### config.mk
export PLATFORM = sky130hd
export DESIGN_NAME = rr_burst_arbiter
export DESIGN_NICKNAME = d
export VERILOG_FILES = /design/src/rtl/rr_burst_arbiter.sv
export SDC_FILE = /design/constraint.sdc
export NUM_CORES = 1
export LEC_CHECK = 0
export CAP_MARGIN = 20
export CORE_ASPECT_RATIO = 0.75
export CORE_MARGIN = 2
export CORE_UTILIZATION = 50
export DETAILED_ROUTE_END_ITERATION = 6
export PLACE_DENSITY = 0.75
export SYNTH_ARGS = -nofsm -noshare
export SYNTH_HDL_FRONTEND = slang
export SYNTH_SLANG_ARGS = --single-unit
### constraint.sdc
create_clock -name clk -period 4.4 [get_ports clk]
set_clock_uncertainty 0.15 [all_clocks]
set_input_delay 0.66 -clock clk [delete_from_list [all_inputs] [get_ports clk]]
set_output_delay 0.66 -clock clk [all_outputs]
set_load 0.03 [all_outputs]
### src/rtl/rr_burst_arbiter.sv
// Round-robin RX channel arbiter with urgent (almost-full) priority, burst hold
// of up to MAX_BURST accepted words, and optional urgent preemption.
module rr_burst_arbiter #(
   parameter  int NUM_CH    = 8,
   parameter  int MAX_BURST = 4,
   parameter  int PREEMPT   = 0,
   localparam int CH_W      = $clog2(NUM_CH),
   localparam int CNT_W     = $clog2(MAX_BURST + 1)
) (
   input  logic              clk,
   input  logic              rst,
   input  logic [NUM_CH-1:0] rx_fifo_empty,
   input  logic [NUM_CH-1:0] rx_fifo_almost_full,
   input  logic              read_periph_data,
   input  logic              word_accepted,
   output logic [CH_W-1:0]   grant,
   output logic              grant_valid
);

   typedef enum logic {IDLE, HOLD} state_t;

   state_t            state;
   logic [CNT_W-1:0]  burst_cnt;
   logic [CH_W-1:0]   last_grant;

   logic [NUM_CH-1:0] req, urgent, pool, others_urgent;
   logic [CH_W-1:0]   sel, idx;
   logic              burst_done, release_now;

   assign req           = ~rx_fifo_empty;
   assign urgent        = req & rx_fifo_almost_full;
   assign pool          = (|urgent) ? urgent : req;
   assign others_urgent = urgent & ~(NUM_CH'(1) << grant);

   // Walk the ring from the farthest candidate back toward last_grant+1 so the
   // nearest set bit is the final assignment; last_grant itself ranks last.
   always_comb begin
      sel = last_grant;
      idx = '0;
      for (int k = NUM_CH; k >= 1; k--) begin
         idx = CH_W'((int'(last_grant) + k) % NUM_CH);
         if (pool[idx]) sel = idx;
      end
   end

   assign burst_done  = word_accepted && (burst_cnt == CNT_W'(MAX_BURST - 1));
   assign release_now = burst_done
                     || rx_fifo_empty[grant]
                     || !read_periph_data
                     || ((PREEMPT != 0) && !urgent[grant] && (|others_urgent));

   always_ff @(posedge clk) begin
      if (rst) begin
         state       <= IDLE;
         grant       <= '0;
         grant_valid <= 1'b0;
         burst_cnt   <= '0;
         last_grant  <= CH_W'(NUM_CH - 1);
      end else begin
         case (state)
            IDLE: begin
               if (read_periph_data && (|req)) begin
                  grant       <= sel;
                  grant_valid <= 1'b1;
                  burst_cnt   <= '0;
                  state       <= HOLD;
               end else begin
                  grant_valid <= 1'b0;
               end
            end
            HOLD: begin
               // A word accepted on the release cycle is consumed by the reset
               // of the counter; only one release happens however many causes.
               if (release_now) begin
                  grant_valid <= 1'b0;
                  last_grant  <= grant;
                  burst_cnt   <= '0;
                  state       <= IDLE;
               end else if (word_accepted) begin
                  burst_cnt   <= burst_cnt + CNT_W'(1);
               end
            end
            default: state <= IDLE;
         endcase
      end
   end

endmodule
; Word-level counts from Yosys, hierarchy flattened
; Cells that the tools add are included.
[classes]
mux = 36
n_eq_ne = 4
magnitude_cmp = 9
n_reduce_logical = 10
bitwise = 3
n_addsub = 9
[ops]
columns = operator, n
row1 = "less-than comparator 3 x 4 -> 1 bit, second input constant", 9
row2 = 2-to-1 mux 3 bit, 11
row3 = binary-select mux 1 bit (select 3 bit), 9
row4 = OR reduction 8 bit, 2
row5 = "adder 3 bit, second input constant", 4
row6 = 2-to-1 mux 1 bit, 12
row7 = "adder 3 x 1 -> 3 bit, second input constant", 3
row8 = AND 8 bit, 1
row9 = 2-to-1 mux 8 bit, 1
row10 = NOT 8 bit, 1
row11 = "adder 3 x 2 -> 3 bit, second input constant", 2
row12 = one-hot mux 3 bit (2 select lines), 1
row13 = AND reduction 2 bit, 3
row14 = one-hot mux 1 bit (2 select lines), 2
row15 = "equality test 3 x 2 -> 1 bit, second input constant", 1
row16 = "!= test 3 x 2 -> 1 bit, second input constant", 1
row17 = logical AND 1 bit, 2
row18 = logical OR 1 bit, 2
row19 = "!= test 2 x 1 -> 1 bit, second input constant", 1
row20 = "!= test 2 bit, second input constant", 1
row21 = zero test 1 bit, 1
row22 = NOT 1 bit, 1
[totals]
regBits = 11
in_bits = 20
word_cells = 76

; Logic depth before layout (Yosys ltp)
[depth]
word_depth = 14
mapped_depth = 11
depth_no_buf = 10

; Worst setup path after synthesis
; No wires, ideal clock.
[synth_path]
path_kind = input -> register
from = in rx_fifo_almost_full[1]
to = reg grant[0]
setup_time_ns = 0.122
t_arrival_ns = 2.909
setup_slack_ns = 1.219
path_stages = 9
path_cell_list = nor2b_2 > a2111oi_4 > a21oi_1 > o32a_1 > mux4_2 > or2b_1 > o21ai_1 > mux2i_1 > a311o_1
[synth_via]
elab_chain_cells = 13
[synth_rtl]
columns = item, line
row1 = "start, declared", 13  ; input logic [NUM_CH-1:0] rx_fifo_almost_full,
row2 = AND 8 bit *, 31  ; assign urgent = req & rx_fifo_almost_full;
row3 = OR reduction 8 bit, 32  ; assign pool = (|urgent) ? urgent : req;
row4 = 2-to-1 mux 8 bit *, 32
row5 = binary-select mux 1 bit (select 3 bit), 42  ; if (pool[idx]) sel = idx;
row6 = 2-to-1 mux 1 bit (implied by the code), 42
row7 = 2-to-1 mux 3 bit (7 in a row), 42
row8 = 2-to-1 mux 3 bit *, 42
row9 = "end signal, assigned", 63  ; grant <= sel;
row10 = "end, declared", 16  ; output logic [CH_W-1:0] grant,
; Mark *: on every way between the ends. The rest lies on a longest branch, timed or not. The select of a mux whose other input is x is not followed.
; A chain may end at the register's enable or synchronous reset.

; Worst setup path after layout
[layout_path]
from = in rx_fifo_empty[1]
to = reg grant[0]
[layout_via]
elab_chain_cells = 14
[layout_rtl]
columns = item, line
row1 = "start, declared", 12  ; input logic [NUM_CH-1:0] rx_fifo_empty,
row2 = NOT 8 bit *, 30  ; assign req = ~rx_fifo_empty;
row3 = AND 8 bit, 31
row4 = OR reduction 8 bit, 32
row5 = 2-to-1 mux 8 bit, 32
row6 = binary-select mux 1 bit (select 3 bit), 42
row7 = 2-to-1 mux 1 bit (implied by the code), 42
row8 = 2-to-1 mux 3 bit (8 in a row), 42
; Marks and branches as above.

==> flow_summary.toml <==
[min_path]
hold_depth = 1
holdPathEnd = "grant_valid$_SDFFE_PP0P_"
hp-start = "grant_valid$_SDFFE_PP0P_"
hold_path_class = "flip-flop to flip-flop"

[drt]
via_per_inst = 6.545
ant_nets = 0
drc = 0
route.met2.wl_mm = 1.764
drt_first_pass_iters = 4
wl_met3_microns = 245
drt_iter0_drc = 157
routedWlPerCell_microns = 17.67
routed_wl_mm = 4.152
num_vias = 1538
top_layer = "met4"
wl_met1_mm = 2.080

[clock_network]
cts.sinks = 11
cts_tree = "built"
cts_root_buf = "clkbuf_8"
cts_buffer_depth = 2
cts_hold_buf = 0
clk_pin_slew_ns = 0.05
insertion_delay_ns = 0.24
cts_max_level = 1
cts_resized = 0
post_cts_buffers = 0
cts_buffers = 3

[synth]
synthXorXnorAreaFrac_pct = 1.184
ys.warnings.count = 0
async_flop_share_pct = 0
ys_seq_area_share_pct = 14.89
synth_seq_cells = 11
synth_ff_type = "dfxtp_1"
syn_inst = 176
synth_top_family_by_area = "compound AO/OA/AOI/OAI gates"
synth_nets = 200
synth.top_cells.by_area = "dfxtp_1 (15%), mux4_2 (9.1%), mux2i_1 (8.8%)"
synth.largest_area_cell = "dfxtp_1"
synthSimpleGateAreaFrac_pct = 21.66
synth.avg_cell_area_sq_um = 8.403
synth-compound-area-share_pct = 33.42
synth_fa_ha_area_share_pct = 3.384
synth_top_area_share_pct = 14.89
synth_enable_flop_cells = 0
synth.mux.area_fraction_pct = 20.47
netlist_area_sq_um = 1479
synth_cell_types = 48

[critical_path]
cp.required_ns = 4.37
r2r-end = "grant[0]$_SDFFE_PP0P_"
cp_max_fo = 8
arrival_ns = 3.80
startpoint_type = "primary input"
crit_path_max_incr_delay_ns = 0.62
rr_startpoint = "last_grant[1]$_SDFFE_PP1P_"
end_kind = "flip-flop"
critPathKind = "primary input to flip-flop"
crit_chain = "clkdlybuf4s50_1 -> nor2b_2 -> a2111oi_4 -> a21oi_1 -> o32ai_2 -> mux4_2 -> nor4_1 -> o21ai_1 -> mux2i_1 -> a311o_1"
crit_slowest_cell = "clkdlybuf4s50_1"
regToRegSetupSlack_ns = 0.60
reg2regPathDepth = 9

[global_routing]
grt_use_total_pct = 25.75
grt.overflow.total = 0
grt_max_degree = 24
first_global_vias = 1387
antenna_found_initial = 0
grt_pass1_wl_mm = 6.706

[die]
die_h_microns = 51.10
num_rows = 17
core_area_sq_um = 2872
start_util_pct = 51.50
die_x_microns = 66.80
die_area_sq_um = 3413
ioPinCount = 24

[timing]
min_period_ns = 3.835
fmax_mhz = 260.7
period_share_pct = 87.17
hold_viol = 0
slew_headroom_pct = 54.03
setup_viol = 0
holdWs_ns = 0.3262
worst_pin_slew_ns = 0.6896
maxSlewViolCount = 0
setup_tns_ns = 0
rsz0062_at_grt = "false"

[run]
cap_violations = 0

[status]
outcome = "completed"

[final_layout]
fill_cells = 246
syn2layout_area_growth_pct = 20.90
num_antenna_cells = 0
nets = 222
drive_gt1_share_pct = 12.18
utilization_pct = 62.27

[place]
gp_congestion = 0.9420
port_buffers = 23
dpl.hpwl_mm = 3.230

[pwr]
p_per_area_nw_per_um2 = 293.3
irDropWorstVdd_uv = 137.8
p_leak_nw = 0.6752
## synth_stat cells, types with 2 or more instances
library cell / number
a21oi_1: 15
nand2_1: 15
mux2i_1: 13
dfxtp_1: 11
nor2_1: 10
inv_1: 9
nand2b_1: 9
clkbuf_1: 7
mux4_2: 6
nor2b_1: 5
o32ai_1: 5
ha_1: 4
nand3_1: 4
o32a_1: 4
o32ai_2: 4
or2_2: 4
nand4_1: 3
nor3b_1: 3
o221ai_1: 3
o22ai_1: 3
a2111oi_4: 2
a211oi_1: 2
a22oi_1: 2
a31oi_1: 2
a32oi_1: 2
and2_1: 2
buf_2: 2
nor3_1: 2
o211ai_1: 2
o21a_1: 2
o21ai_0: 2
## per-layer routing
layer	global-route usage, %	vias up
met5	0	-
met4	6.122	0
met3	5.286	8
met2	38.00	51
met1	38.25	739
li1	-	740
## report_power, final
part | leakage (nW) | internal [mW] | switching (mW)
logic | 0.562 | 0.136 | 0.159
clock network | 0.0228 | 0.0636 | 0.0375
registers | 0.0902 | 0.110 | 0.0184
total | 0.675 | 0.309 | 0.215
## kinds of logic (layout without fill, tap and decap cells)
group | count (synthesis) | after routing
buf+inv | 19 | 40
flops | 11 | 11
simple gates | 61 | 61
xor+xnor | 2 | 2
compound gates | 58 | 58
mux | 21 | 21
fa+ha+maj | 4 | 4
## registers in the layout, indices dropped and copies added, names as in the netlist
signal,cells
state,1
grant_valid,1
burst_cnt,3
grant,3
last_grant,3
## cell type report
class	count	area (sq um)	share of cell area [%]
Sequential cell	11	220.2	12.32
Timing Repair Buffer	26	252.7	14.14
Inverter	10	37.54	2.099
Multi-Input combinational cell	146	1185	66.27
Tap cell	38	47.55	2.659
Clock buffer	4	45.04	2.519
## worst max-delay path by stage
stage | start | endpoint | slack, ns | cells past startpoint
floorplan | rx_fifo_almost_full[1] | grant[0]$_SDFFE_PP0P_ | 1.22 | 9
global placement | rx_fifo_empty[1] | grant[0]$_SDFFE_PP0P_ | 0.51 | 10
global route | rx_fifo_empty[1] | grant[2]$_SDFFE_PP0P_ | 0.36 | 9
finish | rx_fifo_empty[1] | grant[0]$_SDFFE_PP0P_ | 0.56 | 10
detailed placement | rx_fifo_empty[1] | grant[0]$_SDFFE_PP0P_ | 0.39 | 10
CTS | rx_fifo_empty[1] | grant[0]$_SDFFE_PP0P_ | 0.64 | 10
## metrics by stage
stage	std cells	setup WS (ns)	area, sq um	total power, mW
5_1_grt	235	0.3630	1788	0.5558
6_report	235	0.5646	1788	0.5244
4_1_cts	235	0.6364	1788	0.5200
2_1_floorplan	176	1.219	1479	0.3370
3_5_place_dp	231	0.3925	1743	0.4185
3_3_place_gp	231	0.5148	1743	0.4124
## cells in the final DEF (no fill, tap or decap), types with 5 or more instances in the layout
cell type / instances
nand2b_1: 9
a21oi_1: 15
mux4_2: 6
nand2_1: 15
nor2_1: 10
clkdlybuf4s50_1: 23
inv_1: 9
nor2b_1: 5
o32ai_1: 5
dfxtp_1: 11
mux2i_1: 13
## worst max-delay path, delay by kind of cell
family	cells	cell delay (ns)
AO/OA/AOI/OAI	5	1.89
buffers and inverters	1	0.62
multiplexers	2	0.46
AND/OR/NAND/NOR	2	0.16
Note: power is estimated with default switching activity, not from simulation.
